===== src/rtl/device_bus_pkg.sv =====
// Shared FSM state type, requester ids and device-bus address-map helpers
// used by the device-bus arbiter.
package device_bus_pkg;

  typedef enum logic [1:0] {
    IDLE  = 2'd0,
    ISSUE = 2'd1,
    WAIT  = 2'd2
  } arb_state_e;

  localparam int unsigned REQ_A = 0;
  localparam int unsigned REQ_B = 1;

  localparam logic [1:0] OWNER_NONE = 2'b00;
  localparam logic [1:0] OWNER_A    = 2'b01;
  localparam logic [1:0] OWNER_B    = 2'b10;

  // Control registers live in the low 4 KiB; data devices are decoded by the top byte.
  localparam logic [3:0] CTRL_REGION = 4'h0;
  localparam logic [7:0] UART_DEV_ID = 8'h02;

  function automatic logic is_ctrl_addr(input logic [15:0] addr);
    return addr[15:12] == CTRL_REGION;
  endfunction

  function automatic logic [7:0] ctrl_dev_id(input logic [15:0] addr);
    return addr[11:4];
  endfunction

  function automatic logic [7:0] data_dev_id(input logic [15:0] addr);
    return addr[15:8];
  endfunction

  function automatic logic is_uart_ctrl(input logic [15:0] addr);
    return is_ctrl_addr(addr) && (ctrl_dev_id(addr) == UART_DEV_ID);
  endfunction

endpackage


===== src/rtl/dev_arb_rr_pick.sv =====
// Two-way round-robin picker: masked requests plus last winner give a one-hot winner.
// Bit 0 is requester A, bit 1 is requester B.
module dev_arb_rr_pick (
  input  logic [1:0] req_i,
  input  logic       last_b_i,
  input  logic [1:0] mask_i,
  output logic [1:0] win_o
);

  logic [1:0] eligible;

  always_comb begin
    eligible = req_i & ~mask_i;
    win_o    = eligible;
    // On a tie the requester that did not win last time goes first.
    if (eligible == 2'b11) begin
      win_o = last_b_i ? 2'b01 : 2'b10;
    end
  end

endmodule


===== src/rtl/device_bus_arbiter.sv =====
// Round-robin arbiter sharing the device-bus port between CPU (A) and DMA (B),
// one transaction in flight. Optional ownership lock: define DEVICE_ARB_LOCK_EN.
module device_bus_arbiter
  import device_bus_pkg::*;
#(
  parameter int unsigned ADDR_WIDTH   = 16,
  parameter int unsigned DATA_WIDTH   = 16,
  parameter int unsigned READ_LATENCY = 1
) (
  input  logic                  clock,
  input  logic                  reset,
  input  logic                  a_req,
  input  logic                  a_we,
  input  logic [ADDR_WIDTH-1:0] a_addr,
  input  logic [DATA_WIDTH-1:0] a_wdata,
  input  logic                  b_req,
  input  logic                  b_we,
  input  logic [ADDR_WIDTH-1:0] b_addr,
  input  logic [DATA_WIDTH-1:0] b_wdata,
`ifdef DEVICE_ARB_LOCK_EN
  input  logic                  a_lock,
  input  logic                  b_lock,
`endif
  output logic                  a_gnt,
  output logic                  b_gnt,
  output logic                  a_rvalid,
  output logic                  b_rvalid,
  output logic [DATA_WIDTH-1:0] a_rdata,
  output logic [DATA_WIDTH-1:0] b_rdata,
  output logic                  dev_write_enable,
  output logic [ADDR_WIDTH-1:0] dev_address,
  output logic [DATA_WIDTH-1:0] dev_data_in,
  input  logic [DATA_WIDTH-1:0] dev_data_out,
  output logic [1:0]            owner
);

  localparam int CNT_W = $clog2(READ_LATENCY + 1);

  arb_state_e            state_q, state_d;
  logic [CNT_W-1:0]      cnt_q, cnt_d;
  logic [1:0]            gnt_q, gnt_d;
  logic [1:0]            rvalid_q, rvalid_d;
  logic                  lock_q, lock_d;
  logic                  last_b_q;
  logic                  own_b_q;
  logic                  cmd_we_q;
  logic [ADDR_WIDTH-1:0] cmd_addr_q;
  logic [DATA_WIDTH-1:0] cmd_wdata_q;
  logic [DATA_WIDTH-1:0] a_rdata_q, b_rdata_q;

  logic [1:0] win;
  logic [1:0] mask;
  logic       own_lock;
  logic       capture;
  logic       txn_done;
  logic       accept;

`ifdef DEVICE_ARB_LOCK_EN
  assign own_lock = own_b_q ? b_lock : a_lock;
`else
  assign own_lock = 1'b0;
`endif

  // While the lock is held the non-owner is hidden from the picker.
  assign mask   = (lock_q && own_lock) ? (own_b_q ? 2'b01 : 2'b10) : 2'b00;
  assign accept = (state_q == IDLE) && (win != 2'b00);

  dev_arb_rr_pick u_pick (
    .req_i    ({b_req, a_req}),
    .last_b_i (last_b_q),
    .mask_i   (mask),
    .win_o    (win)
  );

  always_comb begin
    state_d  = state_q;
    cnt_d    = cnt_q;
    gnt_d    = 2'b00;
    rvalid_d = 2'b00;
    capture  = 1'b0;
    txn_done = 1'b0;
    case (state_q)
      IDLE: begin
        gnt_d = win;
        if (accept) state_d = ISSUE;
      end
      ISSUE: begin
        if (cmd_we_q) begin
          state_d  = IDLE;
          txn_done = 1'b1;
        end else begin
          state_d = WAIT;
          cnt_d   = CNT_W'(READ_LATENCY);
        end
      end
      WAIT: begin
        if (cnt_q == CNT_W'(1)) begin
          state_d  = IDLE;
          capture  = 1'b1;
          txn_done = 1'b1;
          rvalid_d = own_b_q ? 2'b10 : 2'b01;
        end else begin
          cnt_d = cnt_q - CNT_W'(1);
        end
      end
      default: state_d = IDLE;
    endcase
  end

  always_comb begin
    lock_d = lock_q;
    if (txn_done) begin
      lock_d = own_lock;
    end else if ((state_q == IDLE) && !own_lock) begin
      lock_d = 1'b0;
    end
  end

  always_ff @(posedge clock or posedge reset) begin
    if (reset) begin
      state_q     <= IDLE;
      cnt_q       <= '0;
      gnt_q       <= 2'b00;
      rvalid_q    <= 2'b00;
      lock_q      <= 1'b0;
      last_b_q    <= 1'b1;
      own_b_q     <= 1'b0;
      cmd_we_q    <= 1'b0;
      cmd_addr_q  <= '0;
      cmd_wdata_q <= '0;
      a_rdata_q   <= '0;
      b_rdata_q   <= '0;
    end else begin
      state_q  <= state_d;
      cnt_q    <= cnt_d;
      gnt_q    <= gnt_d;
      rvalid_q <= rvalid_d;
      lock_q   <= lock_d;
      if (accept) begin
        own_b_q     <= win[REQ_B];
        last_b_q    <= win[REQ_B];
        cmd_we_q    <= win[REQ_B] ? b_we    : a_we;
        cmd_addr_q  <= win[REQ_B] ? b_addr  : a_addr;
        cmd_wdata_q <= win[REQ_B] ? b_wdata : a_wdata;
      end
      if (capture) begin
        if (own_b_q) b_rdata_q <= dev_data_out;
        else         a_rdata_q <= dev_data_out;
      end
    end
  end

  assign a_gnt            = gnt_q[REQ_A];
  assign b_gnt            = gnt_q[REQ_B];
  assign a_rvalid         = rvalid_q[REQ_A];
  assign b_rvalid         = rvalid_q[REQ_B];
  assign a_rdata          = a_rdata_q;
  assign b_rdata          = b_rdata_q;
  assign dev_write_enable = (state_q == ISSUE) && cmd_we_q;
  assign dev_address      = cmd_addr_q;
  assign dev_data_in      = cmd_wdata_q;
  assign owner            = (state_q == IDLE) ? OWNER_NONE : (own_b_q ? OWNER_B : OWNER_A);

endmodule


===== config.mk =====
export PLATFORM = sky130hd
export DESIGN_NAME = device_bus_arbiter
export DESIGN_NICKNAME = d
export VERILOG_FILES = /design/src/rtl/device_bus_pkg.sv /design/src/rtl/dev_arb_rr_pick.sv /design/src/rtl/device_bus_arbiter.sv
export SDC_FILE = /design/constraint.sdc
export NUM_CORES = 1
export LEC_CHECK = 0
export ABC_AREA = 1
export BUFFER_PORTS_ARGS = -buffer_cell sky130_fd_sc_hd__buf_4
export CAP_MARGIN = 5
export CORE_MARGIN = 2
export CORE_UTILIZATION = 51
export DETAILED_ROUTE_END_ITERATION = 8
export PLACE_DENSITY_LB_ADDON = 0.12
export SLEW_MARGIN = 15
export SYNTH_ARGS = -nofsm -noshare
export SYNTH_HDL_FRONTEND = slang
export SYNTH_SLANG_ARGS = --single-unit

===== constraint.sdc =====
create_clock -name clock -period 4.5 [get_ports clock]
set_input_delay 0.225 -clock clock [delete_from_list [all_inputs] [get_ports clock]]
set_output_delay 0.225 -clock clock [all_outputs]
set_load 0.03 [all_outputs]

== Word-level counts from Yosys, hierarchy flattened ==
Index checks and enable logic that the tools add are counted.

* Add/subtract/negate cells: 1
* Multiply operators: 0
* Div/mod/pow operators: 0
* Order comparisons: 0
* Eq/ne operators: 6
* Shift operators: 0
* Multiplexer cells: 19
* Bitwise logic cells: 1
* Reduce and logical (&&, ||, !) cells: 9

{| class="wikitable"
|+ Operator list
! cell !! count
|-
| 2-to-1 mux 16 bit || 2
|-
| 2-to-1 mux 2 bit || 10
|-
| AND reduction 2 bit || 4
|-
| != test 2 bit (second input constant) || 3
|-
| case mux 2 bit (3 select lines) || 1
|-
| 2-to-1 mux 1 bit || 5
|-
| equality test 2 bit (second input constant) || 2
|-
| nonzero test 2 bit || 2
|-
| equality test 2 x 1 -> 1 bit (second input constant) || 1
|-
| logical AND 1 bit || 2
|-
| zero test 2 bit || 1
|-
| case mux 1 bit (2 select lines) || 1
|-
| inverter 1 bit || 1
|-
| subtractor 1 bit (second input constant) || 1
|}

* Register bits after elaboration: 74
* Bits in latches: 0
* Memory bits (writable): 0
* Bits in read-only memories: 0
* Output and inout port bits: 71
* Word-level logic and storage cells: 47
* Memories kept: 0

== Depth between registers and ports, before layout ==
Gate-level depths: netlist (run 1).

* Depth after elaboration: 6
* Depth in mapped cells: 7

== Hierarchy ==
A second synthesis (run 1) with hierarchy kept.

* Cell total of the unflattened synthesis: 435
* Area total of the unflattened synthesis: 3,345.7 um2

{| class="wikitable"
|+ By module, submodules not included
! module !! times used !! cells an instance !! area an instance (um2) !! seq. area each (um2)
|-
| device_bus_arbiter || 1 || 423 || 3,299.4 || 1,853.0
|-
| dev_arb_rr_pick || 1 || 12 || 46.3 || 0.0
|}

== Worst setup path after synthesis (run 1) ==
Ideal clock, no wire load.

* Kind: register to output
* Start point: register state_q[0]
* End point: output dev_write_enable
* Data arrival time: 1,115 ps
* Required time: 4,275 ps
* Slack: 3,160 ps
* Cell stages (with the launch flop): 3
* Buffers on the path: 0
* Cells stage by stage: dfrtp_1 -> inv_2 -> nor3_1

* Word-level cells in the longest chain between the ends: 2

{| class="wikitable"
|+ Ends and longest elaborated chain
! what !! line !! source
|-
| from (decl) || device_bus_arbiter.sv:39 || <nowiki>arb_state_e state_q, state_d;</nowiki>
|-
| from (signal assigned) || device_bus_arbiter.sv:134 || <nowiki>state_q <= state_d;</nowiki>
|-
| equality test 2 x 1 -> 1 bit || -- ||
|-
| logical AND 1 bit || device_bus_arbiter.sv:159 || <nowiki>assign dev_write_enable = (state_q == ISSUE) && cmd_we_q;</nowiki>
|-
| to (decl) || device_bus_arbiter.sv:30 || <nowiki>output logic dev_write_enable,</nowiki>
|}

No other way between the ends.

== Worst setup path after layout (run 1) ==
* Start point: register last_b_q
* End point: register own_b_q

* Word-level cells in the longest chain between the ends: 4

{| class="wikitable"
|+ Ends and longest elaborated chain
! what !! line !! source
|-
| from (decl) || device_bus_arbiter.sv:44 || <nowiki>logic last_b_q;</nowiki>
|-
| from (signal assigned) || device_bus_arbiter.sv:141 || <nowiki>last_b_q <= win[REQ_B];</nowiki>
|-
| 2-to-1 mux 2 bit * || dev_arb_rr_pick.sv:17 || <nowiki>win_o = last_b_i ? 2'b01 : 2'b10;</nowiki>
|-
| 2-to-1 mux 2 bit * || dev_arb_rr_pick.sv:16 || <nowiki>if (eligible == 2'b11) begin</nowiki>
|-
| nonzero test 2 bit || device_bus_arbiter.sv:66 || <nowiki>assign accept = (state_q == IDLE) && (win != 2'b00);</nowiki>
|-
| logical AND 1 bit || device_bus_arbiter.sv:66 ||
|-
| to (signal assigned) || device_bus_arbiter.sv:140 || <nowiki>own_b_q <= win[REQ_B];</nowiki>
|-
| to (decl) || device_bus_arbiter.sv:45 || <nowiki>logic own_b_q;</nowiki>
|}

Every way passes the cells marked *; elsewhere a longest branch is shown, timed or not.
A chain may end at the register's enable or synchronous reset.

==> results_dict.tcl, run 1 <==
set metrics [dict create \
    slowest_stage "nand2_2" \
    worst_ep_arrival_time_ns 2.21 \
    grt_most_used_layer "met2" \
    ctsHoldBuffers 0 \
    use_met1_pct 28.8 \
    clockBufferDepth 2 \
    drtIter0Drc 147 \
    synth_top_cell_by_area "dfrtp_1" \
    grt_pass1_vias 3167 \
    status "finished, final reports clean" \
    power_density_nw_per_um2 754 \
    cp_cell_sequence "nand2_2, nand2_2, nor2_1, inv_1, o21ai_0" \
    grt_overflow_total 0 \
    nNetsFinal 673 \
    grt_usage_pct 23.0 \
    port_buffers 156 \
    ys_types 20 \
    ios 157 \
    rows 30 \
    grt_first_pass_wirelength_mm 13.7 \
    irDropWorstVdd_v 0.000361 \
    htreeDepth 3 \
    dp_hpwl_mm 5.77 \
    r2r_slack_ns 2.49 \
    cts_root_buf "clkbuf_8" \
    synthTopCellsByArea "dfrtp_1, nand2_1, inv_1, nand3_1, o21ai_0" \
    dieWidth_um 86.7 \
    yosysMostFrequentCell "nand2_1" \
    netlist.area_leader.share_pct 52.4 \
    vias 3176 \
    finalClockSkew_ns 0.0107 \
    ys_ff_latch 74 \
    post-route-period-util_pct 44.6 \
    area_growth_pct 38.3 \
    drt_pass1_iterations 4 \
    synth_ff_type "dfrtp_1" \
    hold_class "primary input to async pin" \
    crit_path_frequent_cell "nand2_2" \
    maxCapViolations 0 \
    max_slew.worst_pin.slew_ns 0.997 \
    fin_cells 672 \
    drt_wl_total_mm 8.27 \
    cts_tree "yes" \
    power_leakage_nw 2.88 \
    grt_antenna_before_repair 0 \
    finalSetupTns_ns 0 \
    core_area_sq_um 6720 \
    setup_violations 0 \
    crit_path_start_kind "flip-flop" \
    rsz0062_at_grt "no" \
    synth_commonest_cells "nand2_1, inv_1, dfrtp_1, nand3_1, o21ai_0" \
    hold_viol_final 0 \
    post_drt_wl_per_cell_um 12.3 \
    clock.fmax_mhz 498 \
    cp_max_fo 35 \
    avgSynthCellArea_sq_um 7.92 \
    die_h_um 86.7 \
    yosysWarningCount 0 \
    drv_slew 0 \
    avgViaCountPerCell 4.73 \
    synth_edf_count 0 \
    syn-cell-area_sq_um 3490 \
    postCtsSetupBuffers 0 \
    ant_nets 0 \
    yosysSeqAreaShare_pct 53.2 \
    syn_nets 526 \
    initial_utilization_pct 51.9 \
    dp.cells 656 \
    drc 0 \
    diodes 0 \
    clk_pin_slew_ns 0.08 \
    critical_path_class "flip-flop to flip-flop" \
    grt_start_max_net_pins 49 \
    synthCells 440 \
    end_kind "flip-flop" \
    cts_num_sinks 74 \
    period_minus_slack_ns 2.01 \
    slew_headroom_pct 33.4 \
    required_ns 4.70 \
    layout-drive-gt1-share_pct 32.1 \
    crit_path_max_incr_delay_ns 0.67 \
    clkLatencyLatePin_ns 0.34 \
    synthArstFlopShare_pct 100 \
    p_total_mw 3.63 \
    met2_usage_pct 39.2 \
    cts_resized 0 \
    gp_congestion 0.781 \
    met3_usage_pct 5.43 \
    dieArea_sq_um 7510 \
    numCtsBuffers 9 \
]
## cell usage in the layout, fill, tap and decap left out, types with 4 or more instances in the layout
cell and instances:
buf_4 158, clkbuf_8 9, dfrtp_1 73, inv_1 91, nand2_1 133, nand2_2 4
nand3_1 68, nor2_1 7, o21ai_0 18, o21ai_1 9, o21ai_2 7
## power by group
part / total [mW] / switching (mW) / internal (mW)
Combinational: 1.93 / 1.26 / 0.676
Sequential: 1.19 / 0.193 / 0.999
Clock: 0.505 / 0.248 / 0.257
Total: 3.63 / 1.70 / 1.93
## final timing paths
check | from | cells past startpoint | end
max | last_b_q | 5 | own_b_q
min | reset | 2 | rvalid_q[1]
max reg2reg | last_b_q | 5 | own_b_q
min reg2reg | last_b_q | 2 | last_b_q
max in group asynchronous | reset | 3 | last_b_q
min in group clock | dev_data_out[8] | 3 | a_rdata[8]
## stage by stage
step	instance area (sq um)	util (%)	worst slack [ns]	hold slack, ns
final	4820	71.7	2.49	0.124
after global routing	4820	71.7	2.28	0.138
after CTS	4820	71.7	2.46	0.126
after detailed placement	4620	68.8	2.49	0.466
after global placement	4620	68.8	2.52	0.466
after floorplan	3490	-	2.40	0.370
## critical path, delay by kind of cell, from the launching register on
kind                   cells  cell delay, ns
buffers and inverters      1            0.09
flip-flops                 1            0.54
AO/OA/AOI/OAI              1            0.08
AND/OR/NAND/NOR            3            1.16
## cells by family (layout without fill, tap and decap cells)
group	Yosys count	in the layout	synth area share (%)
DFF	74	74	53.2
and+or+nand+nor	216	216	26.7
AOI/OAI and AO/OA	34	34	5.64
buffers and inverters	116	268	14.5
## sequential cells by signal, indices dropped and copies added, names as in the netlist
register and count:
a_rdata 16, b_rdata 16, cmd_we_q 1, cnt_q 1
dev_address 16, dev_data_in 16, gnt_q 2, last_b_q 1
own_b_q 1, rvalid_q 2, state_q 2
## cell type report
cell class                 instances  area, sq um
timing repair buffer             158         1190
fill                             558         1900
clock inverter                     6         67.6
tap                               80          100
inverter                          94          355
sequential                        74         1850
multi-input combinational        250         1130
clock buffer                      10          128
## layer usage
layer | wire length [um] | vias up
li1 | - | 1616
met1 | 3570 | 1448
met2 | 4030 | 106
met3 | 592 | 6
met4 | 78 | 0
met5 | 0 | -
Note: power is estimated with default switching activity, not from simulation.
==> run 2, diff against run 1 <==
--- a/config.mk
+++ b/config.mk
@@ -9,7 +9,7 @@
 export BUFFER_PORTS_ARGS = -buffer_cell sky130_fd_sc_hd__buf_4
 export CAP_MARGIN = 5
 export CORE_MARGIN = 2
-export CORE_UTILIZATION = 51
+export CORE_UTILIZATION = 43
 export DETAILED_ROUTE_END_ITERATION = 8
 export PLACE_DENSITY_LB_ADDON = 0.12
 export SLEW_MARGIN = 15
==> constraint.sdc (replaced) <==
create_clock -name clock -period 1.8 [get_ports clock]
set_input_delay 0.09 -clock clock [delete_from_list [all_inputs] [get_ports clock]]
set_output_delay 0.09 -clock clock [all_outputs]
set_load 0.03 [all_outputs]
==> results_dict.tcl, run 2 (same netlist as run 1, synthesis figures left out) <==
set metrics [dict create \
    status "finished, final reports clean" \
    end_kind "flip-flop" \
    avgViaCountPerCell 4.58 \
    grt_overflow_total 0 \
    nNetsFinal 682 \
    worst_ep_arrival_time_ns 1.56 \
    dieWidth_um 94.0 \
    ios 157 \
    slew_headroom_pct 72.9 \
    drt_pass1_iterations 4 \
    htreeDepth 3 \
    ant_nets 0 \
    final_common_cell "buf_4" \
    power_density_nw_per_um2 1860 \
    required_ns 2.07 \
    num-fill-cells 714 \
    critical_path_class "flip-flop to flip-flop" \
    grt_pass1_vias 3214 \
    rsz0062_at_grt "no" \
    hold_viol_final 0 \
    grt_antenna_before_repair 0 \
    core_area_sq_um 7810 \
    finalClockSkew_ns 0.0119 \
    area_growth_pct 42.3 \
    clkLatencyLatePin_ns 0.34 \
    hold_class "primary input to flip-flop" \
    drv_slew 0 \
    power_leakage_nw 2.93 \
    initial_utilization_pct 44.6 \
    crit_path_start_kind "flip-flop" \
    rows 32 \
    period_minus_slack_ns 1.29 \
    grt_first_pass_wirelength_mm 14.7 \
    dp_hpwl_mm 6.10 \
    dp.cells 683 \
    drt_wl_total_mm 8.75 \
    max_slew.worst_pin.slew_ns 0.407 \
    layout-drive-gt1-share_pct 32.3 \
    grt_usage_pct 20.9 \
    clockBufferDepth 2 \
    numCtsBuffers 9 \
    vias 3222 \
    clock.fmax_mhz 776 \
    die_h_um 94.0 \
    grt_start_max_net_pins 75 \
    cts_num_sinks 74 \
    drtIter0Drc 171 \
    r2r_slack_ns 0.51 \
    port_buffers 156 \
    clk_pin_slew_ns 0.08 \
    cts_tree "yes" \
    hold_ws_ns 0.0130 \
    irDropWorstVdd_v 0.000921 \
    dieArea_sq_um 8840 \
    drc 0 \
    setup_violations 0 \
    post-route-period-util_pct 71.6 \
    maxCapViolations 0 \
    fin_cells 703 \
    cp_max_fo 21 \
    diodes 0 \
    gp_congestion 0.802 \
    finalSetupTns_ns 0 \
    cts_resized 0 \
    post_drt_wl_per_cell_um 12.4 \
    p_total_mw 9.25 \
    cts_root_buf "clkbuf_8" \
    layout_common_cells "buf_4, nand2_1, inv_1" \
]
==> run 2: changes by cell type in the layout (fill, tap and decap cells not counted), sizes merged <==
cell	previous run	this run
clkbuf	10	11
clkinv	3	1
buf	158	163
clkinvlp	2	3
dlygate4sd3	0	4
==> run 2: routing by layer <==
layer,share of wire (%),vias up,GRT usage (%)
li1,-,1633,-
met1,43,1468,28.6
met2,49,113,33.8
met3,6.9,8,3.85
met4,1.1,0,6.64
met5,0,-,0
==> run 2: cell type report <==
class / count / area, sq um / share of cell area (%)
sequential: 74 / 1850 / 37.4
timing repair buffer: 167 / 1290 / 26.0
multi-input combinational: 250 / 1130 / 22.7
inverter: 94 / 359 / 7.24
clock buffer: 11 / 141 / 2.85
tap: 102 / 128 / 2.57
clock inverter: 5 / 62.6 / 1.26
==> run 2: power breakdown <==
| group | switching [mW] | internal (mW) |
|---|---|---|
| Clock | 0.639 | 0.687 |
| Sequential | 0.499 | 2.50 |
| Combinational | 3.17 | 1.76 |
==> run 2: path summary, 6_finish.rpt <==
check / from / to / cells past startpoint
min reg2reg: last_b_q / last_b_q / 2
min: dev_data_out[2] / a_rdata[2] / 3
max: state_q[1] / dev_address[14] / 6
max reg2reg: state_q[1] / dev_address[14] / 6
min in group asynchronous: reset / a_rdata[15] / 4
max in group asynchronous: reset / last_b_q / 4
==> run 2: metrics by stage <==
step	setup WS, ns	instance area [sq um]	utilization, %
floorplan	0.595	3490	-
global route	0.384	4960	63.5
global placement	0.559	4720	60.4
detailed placement	0.524	4720	60.4
CTS	0.508	4960	63.5
finish	0.511	4960	63.5
==> run 2: repair_timing <==
action / 4_1_cts / 5_1_grt
setup buffers: 0 / 0
setup endpoints to repair: 0 / 0
hold endpoints to repair: 76 / 0
hold buffers: 4 / 0
==> run 2: worst max-delay path, cell delays in order (launching register included) <==
cell	delay, ns
dfrtp_1	0.41
inv_1	0.11
nand2_2	0.11
nor2_8	0.13
buf_4	0.26
nand3_1	0.11
nand2_1	0.08
